## src/rtl/led_frame_sched_if.sv

```systemverilog
//==============================================================================
// Module      : led_frame_sched_if
// Description : Handshake bundle between the frame scheduler, the GPMC pixel
//               FIFO read port and the LED string serializers.
//               Signals:
//                 fifo_empty    FIFO -> sched   pixel FIFO empty
//                 fifo_rd_en    sched -> FIFO   pop strobe
//                 fifo_rd_data  FIFO -> sched   pixel, valid one cycle after pop
//                 ser_valid     sched -> ser    pixel offered
//                 ser_ready     ser -> sched    pixel accepted
//                 ser_chan      sched -> ser    target string of ser_data
//                 ser_data      sched -> ser    pixel to serialize
//                 ser_latch     sched -> ser    latch/reset period active
//               Modports: master (scheduler side), slave (FIFO/serializer side).
// Revision    : 1.0 - initial release
//==============================================================================
`default_nettype none

interface led_frame_sched_if #(
    parameter int NUM_CHAN = 2,
    parameter int PIX_W    = 24
);
    localparam int c_CHAN_W = (NUM_CHAN > 1) ? $clog2(NUM_CHAN) : 1;

    logic                fifo_empty;
    logic                fifo_rd_en;
    logic [PIX_W-1:0]    fifo_rd_data;
    logic                ser_valid;
    logic                ser_ready;
    logic [c_CHAN_W-1:0] ser_chan;
    logic [PIX_W-1:0]    ser_data;
    logic                ser_latch;

    modport master (
        input  fifo_empty, fifo_rd_data, ser_ready,
        output fifo_rd_en, ser_valid, ser_chan, ser_data, ser_latch
    );

    modport slave (
        output fifo_empty, fifo_rd_data, ser_ready,
        input  fifo_rd_en, ser_valid, ser_chan, ser_data, ser_latch
    );
endinterface

`default_nettype wire

```

## src/rtl/led_frame_sched.sv

```systemverilog
//==============================================================================
// Module      : led_frame_sched
// Description : Frame scheduler between the GPMC pixel FIFO and the LED string
//               serializers. Pops pixels one at a time and deals them
//               round-robin over NUM_CHAN strings, closes each frame with a
//               latch period of LATCH_CYCLES and an inter-frame gap taken from
//               hblank_cycles, and reports busy / frame_done / frame_count /
//               sticky underrun to the register bank.
// Ports       : clk, rst_n (async, active low)
//               enable         start frames, sampled only in IDLE
//               hblank_cycles  inter-frame gap, captured at latch exit
//               underrun_clr   clears the sticky underrun flag
//               busy           high outside IDLE
//               frame_done     one-cycle pulse after the latch period
//               frame_count    completed frames, wraps at 16 bits
//               underrun       sticky FIFO starvation flag
//               bus            led_frame_sched_if.master (FIFO + serializer)
//               brightness     [7:0], only with LED_SCHED_BRIGHTNESS_EN
// Config      : `define LED_SCHED_BRIGHTNESS_EN adds the brightness input and
//               a scaling stage (c*(brightness+1))>>8 per 8-bit colour field,
//               raising pop-to-valid latency from 2 to 3 cycles.
//               PIX_W is expected to be a multiple of 8 for that stage.
// Revision    : 1.0 - initial release
//==============================================================================
`default_nettype none

module led_frame_sched #(
    parameter int NUM_CHAN        = 2,
    parameter int PIX_W           = 24,
    parameter int LEDS_PER_CHAN   = 150,
    parameter int LATCH_CYCLES    = 8000,
    parameter int UNDERRUN_CYCLES = 1024,
    parameter int HBLANK_W        = 16
) (
    input  logic                clk,
    input  logic                rst_n,
    input  logic                enable,
    input  logic [HBLANK_W-1:0] hblank_cycles,
`ifdef LED_SCHED_BRIGHTNESS_EN
    input  logic [7:0]          brightness,
`endif
    input  logic                underrun_clr,
    output logic                busy,
    output logic                frame_done,
    output logic [15:0]         frame_count,
    output logic                underrun,
    led_frame_sched_if.master   bus
);

    localparam int c_CHAN_W    = (NUM_CHAN > 1) ? $clog2(NUM_CHAN) : 1;
    localparam int c_TOTAL_PIX = NUM_CHAN * LEDS_PER_CHAN;
    localparam int c_PIX_CNT_W = (c_TOTAL_PIX > 1) ? $clog2(c_TOTAL_PIX) : 1;
    localparam int c_LATCH_W   = (LATCH_CYCLES > 1) ? $clog2(LATCH_CYCLES) : 1;
    localparam int c_STALL_W   = $clog2(UNDERRUN_CYCLES + 1);

    localparam logic [c_CHAN_W-1:0]    c_LAST_CHAN  = c_CHAN_W'(NUM_CHAN - 1);
    localparam logic [c_PIX_CNT_W-1:0] c_LAST_PIX   = c_PIX_CNT_W'(c_TOTAL_PIX - 1);
    localparam logic [c_LATCH_W-1:0]   c_LAST_LATCH = c_LATCH_W'(LATCH_CYCLES - 1);
    localparam logic [c_STALL_W-1:0]   c_STALL_SAT  = c_STALL_W'(UNDERRUN_CYCLES);
    localparam logic [c_STALL_W-1:0]   c_STALL_HIT  = c_STALL_W'(UNDERRUN_CYCLES - 1);
    localparam logic [HBLANK_W-1:0]    c_HBLANK_ONE = HBLANK_W'(1);

    typedef enum logic [2:0] {
        S_IDLE   = 3'd0,
        S_FETCH  = 3'd1,
        S_LOAD   = 3'd2,
        S_SCALE  = 3'd3,
        S_SEND   = 3'd4,
        S_LATCH  = 3'd5,
        S_HBLANK = 3'd6
    } state_t;

    state_t                 r_state;
    state_t                 w_state_nxt;
    logic [c_CHAN_W-1:0]    r_chan;
    logic [c_PIX_CNT_W-1:0] r_pix_cnt;
    logic [c_STALL_W-1:0]   r_stall_cnt;
    logic [c_LATCH_W-1:0]   r_latch_cnt;
    logic [HBLANK_W-1:0]    r_hblank_cnt;
    logic [PIX_W-1:0]       r_ser_data;
    logic                   r_frame_done;
    logic [15:0]            r_frame_count;
    logic                   r_underrun;

    logic                   w_rd_en;
    logic                   w_frame_start;
    logic                   w_handshake;
    logic                   w_latch_done;
    logic                   w_stall;
    logic                   w_stall_hit;

    //--------------------------------------------------------------------------
    // Next-state logic
    //--------------------------------------------------------------------------
    always_comb begin
        w_state_nxt = r_state;
        w_rd_en     = 1'b0;
        case (r_state)
            S_IDLE: begin
                if (enable) begin
                    w_state_nxt = S_FETCH;
                end
            end
            S_FETCH: begin
                if (!bus.fifo_empty) begin
                    w_rd_en     = 1'b1;
                    w_state_nxt = S_LOAD;
                end
            end
            S_LOAD: begin
`ifdef LED_SCHED_BRIGHTNESS_EN
                w_state_nxt = S_SCALE;
`else
                w_state_nxt = S_SEND;
`endif
            end
            S_SCALE: begin
                w_state_nxt = S_SEND;
            end
            S_SEND: begin
                if (bus.ser_ready) begin
                    w_state_nxt = (r_pix_cnt == c_LAST_PIX) ? S_LATCH : S_FETCH;
                end
            end
            S_LATCH: begin
                if (r_latch_cnt == c_LAST_LATCH) begin
                    w_state_nxt = S_HBLANK;
                end
            end
            S_HBLANK: begin
                // A captured gap of 0 or 1 both leave after this single cycle.
                if (r_hblank_cnt <= c_HBLANK_ONE) begin
                    w_state_nxt = S_IDLE;
                end
            end
            default: begin
                w_state_nxt = S_IDLE;
            end
        endcase
    end

    assign w_frame_start = (r_state == S_IDLE) && enable;
    assign w_handshake   = (r_state == S_SEND) && bus.ser_ready;
    assign w_latch_done  = (r_state == S_LATCH) && (r_latch_cnt == c_LAST_LATCH);
    assign w_stall       = (r_state == S_FETCH) && bus.fifo_empty;
    assign w_stall_hit   = w_stall && (r_stall_cnt == c_STALL_HIT);

    always_ff @(posedge clk or negedge rst_n) begin
        if (!rst_n) begin
            r_state <= S_IDLE;
        end else begin
            r_state <= w_state_nxt;
        end
    end

    //--------------------------------------------------------------------------
    // Channel / pixel position within the frame
    //--------------------------------------------------------------------------
    always_ff @(posedge clk or negedge rst_n) begin
        if (!rst_n) begin
            r_chan    <= '0;
            r_pix_cnt <= '0;
        end else if (w_frame_start) begin
            r_chan    <= '0;
            r_pix_cnt <= '0;
        end else if (w_handshake) begin
            r_chan    <= (r_chan == c_LAST_CHAN) ? '0 : r_chan + 1'b1;
            r_pix_cnt <= r_pix_cnt + 1'b1;
        end
    end

    //--------------------------------------------------------------------------
    // Starvation counter (saturating) and sticky underrun flag.
    // A new underrun event takes priority over a clear in the same cycle.
    //--------------------------------------------------------------------------
    always_ff @(posedge clk or negedge rst_n) begin
        if (!rst_n) begin
            r_stall_cnt <= '0;
        end else if (w_frame_start || w_rd_en) begin
            r_stall_cnt <= '0;
        end else if (w_stall && (r_stall_cnt != c_STALL_SAT)) begin
            r_stall_cnt <= r_stall_cnt + 1'b1;
        end
    end

    always_ff @(posedge clk or negedge rst_n) begin
        if (!rst_n) begin
            r_underrun <= 1'b0;
        end else if (w_stall_hit) begin
            r_underrun <= 1'b1;
        end else if (underrun_clr) begin
            r_underrun <= 1'b0;
        end
    end

    //--------------------------------------------------------------------------
    // Pixel data path
    //--------------------------------------------------------------------------
`ifdef LED_SCHED_BRIGHTNESS_EN
    logic [PIX_W-1:0] w_scaled;

    for (genvar g = 0; g < PIX_W / 8; g++) begin : g_scale
        logic [15:0] w_prod;
        // 8b x 9b fits in 16 bits: 255 * 256 = 0xFF00
        assign w_prod = {8'd0, r_ser_data[g*8 +: 8]} * ({8'd0, brightness} + 16'd1);
        assign w_scaled[g*8 +: 8] = w_prod[15:8];
    end

    always_ff @(posedge clk or negedge rst_n) begin
        if (!rst_n) begin
            r_ser_data <= '0;
        end else if (r_state == S_LOAD) begin
            r_ser_data <= bus.fifo_rd_data;
        end else if (r_state == S_SCALE) begin
            r_ser_data <= w_scaled;
        end
    end
`else
    always_ff @(posedge clk or negedge rst_n) begin
        if (!rst_n) begin
            r_ser_data <= '0;
        end else if (r_state == S_LOAD) begin
            r_ser_data <= bus.fifo_rd_data;
        end
    end
`endif

    //--------------------------------------------------------------------------
    // Latch period, frame accounting and inter-frame gap.
    // hblank_cycles is captured only at latch exit, so register writes during
    // a frame apply to the following gap.
    //--------------------------------------------------------------------------
    always_ff @(posedge clk or negedge rst_n) begin
        if (!rst_n) begin
            r_latch_cnt <= '0;
        end else if ((r_state == S_LATCH) && !w_latch_done) begin
            r_latch_cnt <= r_latch_cnt + 1'b1;
        end else begin
            r_latch_cnt <= '0;
        end
    end

    always_ff @(posedge clk or negedge rst_n) begin
        if (!rst_n) begin
            r_frame_done  <= 1'b0;
            r_frame_count <= '0;
            r_hblank_cnt  <= '0;
        end else begin
            r_frame_done <= w_latch_done;
            if (w_latch_done) begin
                r_frame_count <= r_frame_count + 16'd1;
                r_hblank_cnt  <= hblank_cycles;
            end else if ((r_state == S_HBLANK) && (r_hblank_cnt > c_HBLANK_ONE)) begin
                r_hblank_cnt <= r_hblank_cnt - 1'b1;
            end
        end
    end

    //--------------------------------------------------------------------------
    // Outputs
    //--------------------------------------------------------------------------
    assign bus.fifo_rd_en = w_rd_en;
    assign bus.ser_valid  = (r_state == S_SEND);
    assign bus.ser_chan   = r_chan;
    assign bus.ser_data   = r_ser_data;
    assign bus.ser_latch  = (r_state == S_LATCH);

    assign busy        = (r_state != S_IDLE);
    assign frame_done  = r_frame_done;
    assign frame_count = r_frame_count;
    assign underrun    = r_underrun;

endmodule

`default_nettype wire

```

## src/flat_wrapper.sv

```systemverilog
// flat-port wrapper written by rule: the top's interface ports become plain ports
module led_frame_sched_flat 
#(
    parameter int NUM_CHAN        = 2,
    parameter int PIX_W           = 24,
    parameter int LEDS_PER_CHAN   = 150,
    parameter int LATCH_CYCLES    = 8000,
    parameter int UNDERRUN_CYCLES = 1024,
    parameter int HBLANK_W        = 16
)
  (clk, rst_n, enable, hblank_cycles, underrun_clr, busy, frame_done, frame_count, underrun, bus_fifo_empty, bus_fifo_rd_data, bus_ser_ready, bus_fifo_rd_en, bus_ser_valid, bus_ser_chan, bus_ser_data, bus_ser_latch);
  led_frame_sched_if #(.NUM_CHAN(NUM_CHAN), .PIX_W(PIX_W)) bus_i ();
  input  logic clk;
  input  logic rst_n;
  input  logic enable;
  input  logic [HBLANK_W-1:0] hblank_cycles;
  input  logic underrun_clr;
  output logic busy;
  output logic frame_done;
  output logic [15:0] frame_count;
  output logic underrun;
  input wire logic [$bits(bus_i.fifo_empty)-1:0] bus_fifo_empty;
  input wire logic [$bits(bus_i.fifo_rd_data)-1:0] bus_fifo_rd_data;
  input wire logic [$bits(bus_i.ser_ready)-1:0] bus_ser_ready;
  output wire logic [$bits(bus_i.fifo_rd_en)-1:0] bus_fifo_rd_en;
  output wire logic [$bits(bus_i.ser_valid)-1:0] bus_ser_valid;
  output wire logic [$bits(bus_i.ser_chan)-1:0] bus_ser_chan;
  output wire logic [$bits(bus_i.ser_data)-1:0] bus_ser_data;
  output wire logic [$bits(bus_i.ser_latch)-1:0] bus_ser_latch;
  assign bus_i.fifo_empty = bus_fifo_empty;
  assign bus_i.fifo_rd_data = bus_fifo_rd_data;
  assign bus_i.ser_ready = bus_ser_ready;
  assign bus_fifo_rd_en = bus_i.fifo_rd_en;
  assign bus_ser_valid = bus_i.ser_valid;
  assign bus_ser_chan = bus_i.ser_chan;
  assign bus_ser_data = bus_i.ser_data;
  assign bus_ser_latch = bus_i.ser_latch;
  led_frame_sched #(.NUM_CHAN(NUM_CHAN), .PIX_W(PIX_W), .LEDS_PER_CHAN(LEDS_PER_CHAN), .LATCH_CYCLES(LATCH_CYCLES), .UNDERRUN_CYCLES(UNDERRUN_CYCLES), .HBLANK_W(HBLANK_W)) u_core (.clk(clk), .rst_n(rst_n), .enable(enable), .hblank_cycles(hblank_cycles), .underrun_clr(underrun_clr), .busy(busy), .frame_done(frame_done), .frame_count(frame_count), .underrun(underrun), .bus(bus_i));
endmodule
```

## config.mk

```make
export PLATFORM = sky130hd
export DESIGN_NAME = led_frame_sched_flat
export DESIGN_NICKNAME = d
export VERILOG_FILES = /design/src/rtl/led_frame_sched_if.sv /design/src/rtl/led_frame_sched.sv /design/src/flat_wrapper.sv
export SDC_FILE = /design/constraint.sdc
export NUM_CORES = 1
export LEC_CHECK = 0
export CAP_MARGIN = 15
export CORE_MARGIN = 2
export CORE_UTILIZATION = 44
export CTS_BUF_LIST = sky130_fd_sc_hd__clkbuf_4
export CTS_CLUSTER_DIAMETER = 80
export DETAILED_ROUTE_END_ITERATION = 6
export PLACE_DENSITY = 0.78
export SKIP_CTS_REPAIR_TIMING = 1
export SYNTH_ARGS = -nofsm -noshare
export SYNTH_HDL_FRONTEND = slang
export SYNTH_SLANG_ARGS = --single-unit
```

## constraint.sdc

```tcl
create_clock -name clk -period 3.6 [get_ports clk]
set_input_delay 0.72 -clock clk [delete_from_list [all_inputs] [get_ports clk]]
set_output_delay 0.72 -clock clk [all_outputs]
set_load 0.005 [all_outputs]
```

**After elaboration in Yosys (flattened, before gate mapping)**

Index checks and enable logic that the tools add are counted.

- Output and inout port bits: 47
- Input bits: 46
- Bits in registers: 95

- Multiplexer cells: 21
- Add/subtract/negate cells: 6
- Equality and inequality tests: 15
- Magnitude comparators: 2
- Reductions and logical operators: 18

Operator list:

| operator | number |
|---|---|
| $mux W16 | 2 |
| $mux W11 | 2 |
| $mux W3 | 6 |
| $mux W9 | 2 |
| $pmux W3 S6 | 1 |
| $add A16 B1 Y16 const B | 1 |
| $gt A16 B1 Y1 const B | 1 |
| $le A16 B1 Y1 const B | 1 |
| $sub A16 B1 Y16 const B | 1 |
| $add A13 B1 Y13 const B | 1 |
| $eq A13 B13 Y1 const B | 1 |
| $mux W13 | 1 |
| $add A11 B1 Y11 const B | 1 |
| $eq A11 B10 Y1 const B | 1 |
| $ne A11 B11 Y1 const B | 1 |
| $add A9 B1 Y9 const B | 1 |
| $eq A3 B3 Y1 const B | 3 |
| $eq A9 B9 Y1 const B | 1 |
| $logic_and A1 B1 Y1 | 8 |
| $reduce_bool A2 Y1 | 4 |
| $mux W1 | 7 |
| $eq A3 B2 Y1 const B | 2 |
| $ne A2 B2 Y1 const B | 3 |
| $reduce_and A5 Y1 | 1 |
| 8 further kinds | 9 |

**Depth between registers and ports, before layout**

Gate-level depths: netlist of the first run.

- Word-level depth: 5
- Gate-level depth with buffers: 8
- Gate-level depth less buffers: 7

**Worst setup path before layout of the first run**

OpenSTA, ideal clock, no wires.

- Path kind: register to register
- From: register u_core.r_latch_cnt[7]
- To: register u_core.r_frame_count[12] (netlist: u_core.frame_count[12])
- Path slack: 1.581 ns
- Arrival: 1.940 ns
- Period minus slack after synthesis: 2.019 ns
- Setup time: 0.079 ns
- Cell stages (with the launch flop): 7
- Buffers on the path: 1
- Cells stage by stage: dfrtp_1 -> or3b_4 -> or4_1 -> or2_1 -> buf_6 -> nor4_4 -> xor2_1

- Word-level cells in the longest chain between the ends: 2

RTL lines:

| item | RTL line | RTL |
|---|---|---|
| start: declaration | led_frame_sched.sv:78 | `logic [c_LATCH_W-1:0] r_latch_cnt;` |
| start signal: assignment | led_frame_sched.sv:237 | `r_latch_cnt <= r_latch_cnt + 1'b1;` |
| $eq A13 B13 Y1 | led_frame_sched.sv:144 | `assign w_latch_done = (r_state == S_LATCH) && (r_latch_cnt == c_LAST_LATCH);` |
| $logic_and A1 B1 Y1 | led_frame_sched.sv:144 |  |
| end signal: assignment | led_frame_sched.sv:251 | `r_frame_count <= r_frame_count + 16'd1;` |
| end: declaration | led_frame_sched.sv:82 | `logic [15:0] r_frame_count;` |

No other way between the ends.
A chain may end at the register's enable or synchronous reset.

**Final worst setup path of the first run**

- From: register u_core.r_state[0]
- To: output port bus_fifo_rd_en

- Word-level cells in the longest chain between the ends: 2

RTL lines:

| item | RTL line | RTL |
|---|---|---|
| start: declaration | led_frame_sched.sv:73 | `state_t r_state;` |
| start signal: assignment | led_frame_sched.sv:152 | `r_state <= w_state_nxt;` |
| $eq A3 B1 Y1 | led_frame_sched.sv:98 | `case (r_state)` |
| $mux W1 | led_frame_sched.sv:98 |  |
| end: declaration | flat_wrapper.sv:25 | `output wire logic [$bits(bus_i.fifo_rd_en)-1:0] bus_fifo_rd_en;` |

No other way between the ends.

==> flow_summary.toml, run 1 <==
[logic_synthesis]
avgSynthCellArea_um2 = 10.8
yosys_warnings = 0
synth_top_family_by_area = "simple AND/OR/NAND/NOR gates"
yosys.area_share.adder_pct = 1.93
synth_area_leaders = "dfrtp_1, xor2_1, mux2_2"
synthSimpleGateAreaFrac_pct = 19.6
netlist.area_leader.share_pct = 52.4
synth-compound-area-share_pct = 5.98
muxShareOfSynthArea_pct = 6.89
netlist_area_mm2 = 0.00454
ys.flop_type = "dfrtp_1"
async_reset_ff_share_pct = 100
netlist_top_cells_count = "dfrtp_1, nor2_1, xor2_1, mux2_2, nand2_1"
synth_top_area_cell = "dfrtp_1"
synth_edf_count = 0
ys_types = 54
yosysMostFrequentCell = "dfrtp_1"
synthXorXnorAreaFrac_pct = 10.4
synthCells = 420
syn-num-nets = 473
synth-seq-cells = 95
yosysSeqAreaShare_pct = 52.4

[clock_network]
cts_max_path_buffers = 2
cts.clk_slew.worst_paths_ns = 0.16
cts_buffers = 9
root_buffer = "clkbuf_4"
tritoncts = "yes"
insertion_delay_ns = 0.46
htreeDepth = 3
cts.sinks = 95

[placed_design]
port_buffers = 92
gp_congestion = 0.841
dp_hpwl_mm = 6.92
dp.cells = 638

[sta]
setup_viol = 0
tightest_slew_ns = 0.698
period_needed_ns = 3.00
min_period_over_period_pct = 83.2
hold_violations = 0
rsz0062_at_grt = "no"
skew_ns = 0.0135
max_slew_margin_pct = 53.1
max_freq_mhz = 334
setup-tns-final_ns = 0
slew_violations = 0

[setup_path]
worstSetupPathType = "flip-flop to primary output"
cp.arrival_ns = 2.28
required_ns = 2.88
reg2reg_from = "u_core.r_latch_cnt[6]"
rrSetupSlack_ns = 1.17
end_kind = "primary output"
reg2reg_to = "u_core.frame_count[12]"
cp-startpoint = "u_core.r_state[0]"
cp-start-kind = "flip-flop"
crit_fanout = 13
endpoint = "bus_fifo_rd_en"
r2r_cells = 5

[routing]
drt-pass1-iter-count = 4
drc = 0
wl_per_cell_um = 14.5
drt-vias-per-instance = 5.24
drt_iter0_markers = 82
dr_total_vias = 3435
wl_mm = 9.52
antenna_left = 0

[floorplan]
rows = 37
start_util_pct = 44.6
pin_count = 93
design.die.area_mm2 = 0.0111
die_y_um = 106
die_w_um = 106
core_mm2 = 0.0102

[global_routing]
track_usage_pct = 18.4
grt_first_pass_wirelength_mm = 16.7
grt_antenna_before_repair = 0
grt_max_degree = 49
grt-ovfl-total = 0
grt_pass1_vias = 3638

[finish]
area_growth_pct = 26.6
fill_cells = 881
nets = 566
drive_gt1_share_pct = 12.2
final_cell_count_no_fill = 655
final_util_pct = 56.4

[power]
p_leak_nw = 2.43
irDropWorstVdd_mv = 0.438
p_per_area_mw_per_mm2 = 540

[outcome]
status = "complete, no violations"

[run]
maxCapViolations = 0

[worst_hold_path]
hold_class = "input pin to async pin"
-- worst max-delay path, stage by stage, from the launching register on --
cell             delay, ns
dfrtp_1               0.65
inv_1                 0.19
nor4_1                0.38
clkdlybuf4s50_1       0.60
-- how the worst min path moves through the flow --
| stage | startpoint | to | slack (ns) | cells after the start |
|---|---|---|---|---|
| after global routing | rst_n | u_core.r_stall_cnt[10] | 0.25 | 1 |
| after detailed placement | u_core.frame_count[15] | u_core.frame_count[15] | 0.46 | 1 |
| after global placement | u_core.frame_count[15] | u_core.frame_count[15] | 0.46 | 1 |
| final | rst_n | u_core.r_hblank_cnt[11] | 0.24 | 1 |
| after CTS | rst_n | u_core.bus.ser_data[16] | 0.25 | 1 |
| after floorplan | rst_n | u_core.bus.ser_chan | 0.42 | 0 |
-- cells in the final DEF (no fill, tap or decap), types with 3 or more instances in the layout --
| master | netlist | layout |
|---|---|---|
| dfrtp_1 | 95 | 95 |
| clkdlybuf4s50_1 | 0 | 91 |
| nor2_1 | 60 | 60 |
| xor2_1 | 36 | 36 |
| mux2_2 | 26 | 26 |
| nand2_1 | 24 | 24 |
| nand3_1 | 19 | 19 |
| xnor2_1 | 18 | 18 |
| a21oi_1 | 15 | 15 |
| inv_1 | 14 | 14 |
| nand4_1 | 10 | 10 |
| clkbuf_4 | 0 | 9 |
| nor3_1 | 8 | 8 |
| buf_4 | 0 | 8 |
| ha_1 | 7 | 7 |
| and4_1 | 5 | 5 |
| o31ai_1 | 4 | 4 |
| nor4_1 | 4 | 4 |
| and3_1 | 4 | 4 |
| nand4b_1 | 4 | 4 |
| nor3_2 | 4 | 4 |
| or4_1 | 3 | 3 |
| o21a_1 | 3 | 3 |
-- cell families after synthesis --
| family | Yosys count |
|---|---|
| and+or+nand+nor | 166 |
| DFF | 95 |
| xor gates and xnor gates | 54 |
| AOI/OAI and AO/OA | 39 |
| buffers and inverters | 31 |
| muxes | 28 |
| adders and majority gates | 7 |
-- power by group --
part           internal, mW  total (mW)  switching, mW
logic                 0.630        1.05          0.416
clock network         0.159       0.558          0.399
registers              1.30        1.50          0.201
-- flip-flops by register name (all words and copies together) (netlist names) --
name                 flops
u_core.bus.ser_data     24
u_core.frame_count      16
u_core.r_hblank_cnt     16
u_core.r_latch_cnt      13
u_core.r_stall_cnt      11
u_core.r_pix_cnt         9
u_core.r_state           3
u_core.bus.ser_chan      1
u_core.frame_done        1
u_core.underrun          1
-- metrics by stage --
stage               cell area (µm²)  hold WS [ns]  setup slack, ns  total power, mW
global placement               5610         0.456            0.944             2.52
detailed placement             5610         0.458            0.848             2.57
global route                   5740         0.254            0.441             3.31
finish                         5750         0.245            0.603             3.10
CTS                            5740         0.253            0.617             3.13
floorplan                      4540         0.424             1.58             2.01
-- layer usage --
metal | global-route usage (%) | wire, µm | vias to the layer above
met1 | 23.2 | 4220 | 1686
li1 | - | - | 1640
met2 | 30.6 | 4550 | 99
met5 | 0 | 0 | -
met4 | 3.38 | 71 | 0
met3 | 7.17 | 685 | 10
-- final cells by class --
type                            instances  area, µm²  share of cell area, %
Antenna cell                            1       2.50                 0.0435
Tap cell                              136        170                   2.96
Sequential cell                        95       2380                   41.4
Inverter                               14       52.6                  0.914
Multi-Input combinational cell        294       2040                   35.5
Clock inverter                          7       65.1                   1.13
Clock buffer                            9       67.6                   1.18
Timing Repair Buffer                   99        971                   16.9
Note: power is estimated with default switching activity, not from simulation.
==> run 2: changes to the inputs <==
==> constraint.sdc (replaced) <==
create_clock -name clk -period 2.9 [get_ports clk]
set_input_delay 0.58 -clock clk [delete_from_list [all_inputs] [get_ports clk]]
set_output_delay 0.58 -clock clk [all_outputs]
set_load 0.005 [all_outputs]
==> flow_summary.toml, run 2 (synthesis gave the netlist of run 1 again) <==
[sta]
setup-tns-final_ns = 0
slew_violations = 0
hold_violations = 0
max_freq_mhz = 374
setup_viol = 0
setup_ws_ns = 0.227
period_needed_ns = 2.67
min_period_over_period_pct = 92.2
tightest_slew_ns = 0.626
holdWs_ns = 0.114
skew_ns = 0.0136
max_slew_margin_pct = 58.0
rsz0062_at_grt = "no"

[clock_network]
cts.sinks = 95
root_buffer = "clkbuf_4"
cts.clk_slew.worst_paths_ns = 0.14
htreeDepth = 3
tritoncts = "yes"
insertion_delay_ns = 0.46
cts_buffers = 9
cts_max_path_buffers = 2

[finish]
design_area_mm2 = 0.00577
fill_cells = 901
final_cell_count_no_fill = 656
drive_gt1_share_pct = 12.3
mostFrequentLayoutCells = "dfrtp_1, clkdlybuf4s50_1, nor2_1"
final_common_cell = "dfrtp_1"
area_growth_pct = 27.2
largest_reg_flops = 24
final_util_pct = 56.7
n_antenna_cell = 0
nets = 568

[floorplan]
die_y_um = 106
rows = 37
core_mm2 = 0.0102
design.die.area_mm2 = 0.0111
die_w_um = 106
start_util_pct = 44.6
pin_count = 93

[setup_path]
end_kind = "primary output"
cp.arrival_ns = 2.09
crit_fanout = 13
r2r_cells = 5
required_ns = 2.32
cp-start-kind = "flip-flop"
worstSetupPathType = "flip-flop to primary output"

[routing]
dr_total_vias = 3427
antenna_left = 0
drt_iter0_markers = 95
drt-pass1-iter-count = 5
drc = 0
wl_mm = 9.33
drt-vias-per-instance = 5.22
wl_per_cell_um = 14.2

[power]
p_per_area_mw_per_mm2 = 667
irDropWorstVdd_mv = 0.521
p_leak_nw = 2.45
total_power_mw = 3.85

[global_routing]
grt_antenna_before_repair = 0
grt_pass1_vias = 3510
grt_first_pass_wirelength_mm = 15.9
grt_max_degree = 50
grt-ovfl-total = 0
track_usage_pct = 17.6

[placed_design]
dp.cells = 640
placed_cell_area_mm2 = 0.00564
dp_hpwl_mm = 6.88
place_ws_ns = 0.484
gp_congestion = 0.810
port_buffers = 92

[run]
maxCapViolations = 0

[worst_hold_path]
hold_class = "input pin to async pin"

[outcome]
status = "complete, no violations"
[run 2: cell type report]
cell class / count / area [µm²] / share of cell area (%)
sequential: 95 / 2380 / 41.2
tap: 136 / 170 / 2.95
clock inverter: 6 / 60.1 / 1.04
inverter: 14 / 52.6 / 0.910
multi-input combinational: 294 / 2040 / 35.3
timing repair buffer: 101 / 998 / 17.3
clock buffer: 10 / 75.1 / 1.30
[run 2: power by group]
group	total, mW	internal (mW)	switching (mW)
Combinational	1.30	0.786	0.509
Clock	0.703	0.270	0.433
Sequential	1.85	1.61	0.243
Total	3.85	2.67	1.19
[run 2: path summary, 6_finish.rpt]
| path | from | end | slack (ns) |
|---|---|---|---|
| max | u_core.r_state[0] | bus_fifo_rd_en | 0.23 |
| min | rst_n | u_core.r_hblank_cnt[13] | 0.11 |
| max reg2reg | u_core.r_latch_cnt[7] | u_core.frame_count[10] | 0.69 |
| min reg2reg | u_core.frame_count[15] | u_core.frame_count[15] | 0.50 |
| max in group asynchronous | rst_n | u_core.r_stall_cnt[6] | 2.11 |
| min in group clk | u_core.frame_count[15] | u_core.frame_count[15] | 0.50 |
[run 2: routing by layer]
| metal | vias to the layer above | global-route usage [%] | wire length (µm) |
|---|---|---|---|
| met3 | 11 | 6.25 | 629 |
| met1 | 1673 | 21.5 | 4030 |
| met4 | 0 | 4.89 | 85 |
| met5 | - | 0 | 0 |
| met2 | 96 | 29.7 | 4590 |
| li1 | 1647 | - | - |
[run 2: worst max-delay path, stage by stage, from the launching register on]
cell             delay [ns]
dfrtp_1                0.60
inv_1                  0.16
nor4_1                 0.30
clkdlybuf4s50_1        0.58
==> run 3: changes to the inputs <==
--- a/config.mk
+++ b/config.mk
@@ -12,7 +12,6 @@
 export CTS_CLUSTER_DIAMETER = 80
 export DETAILED_ROUTE_END_ITERATION = 6
 export PLACE_DENSITY = 0.78
-export SKIP_CTS_REPAIR_TIMING = 1
 export SYNTH_ARGS = -nofsm -noshare
 export SYNTH_HDL_FRONTEND = slang
 export SYNTH_SLANG_ARGS = --single-unit
==> results of run 3 <==
Final layout, timing and power as in run 2 (identical DEF).
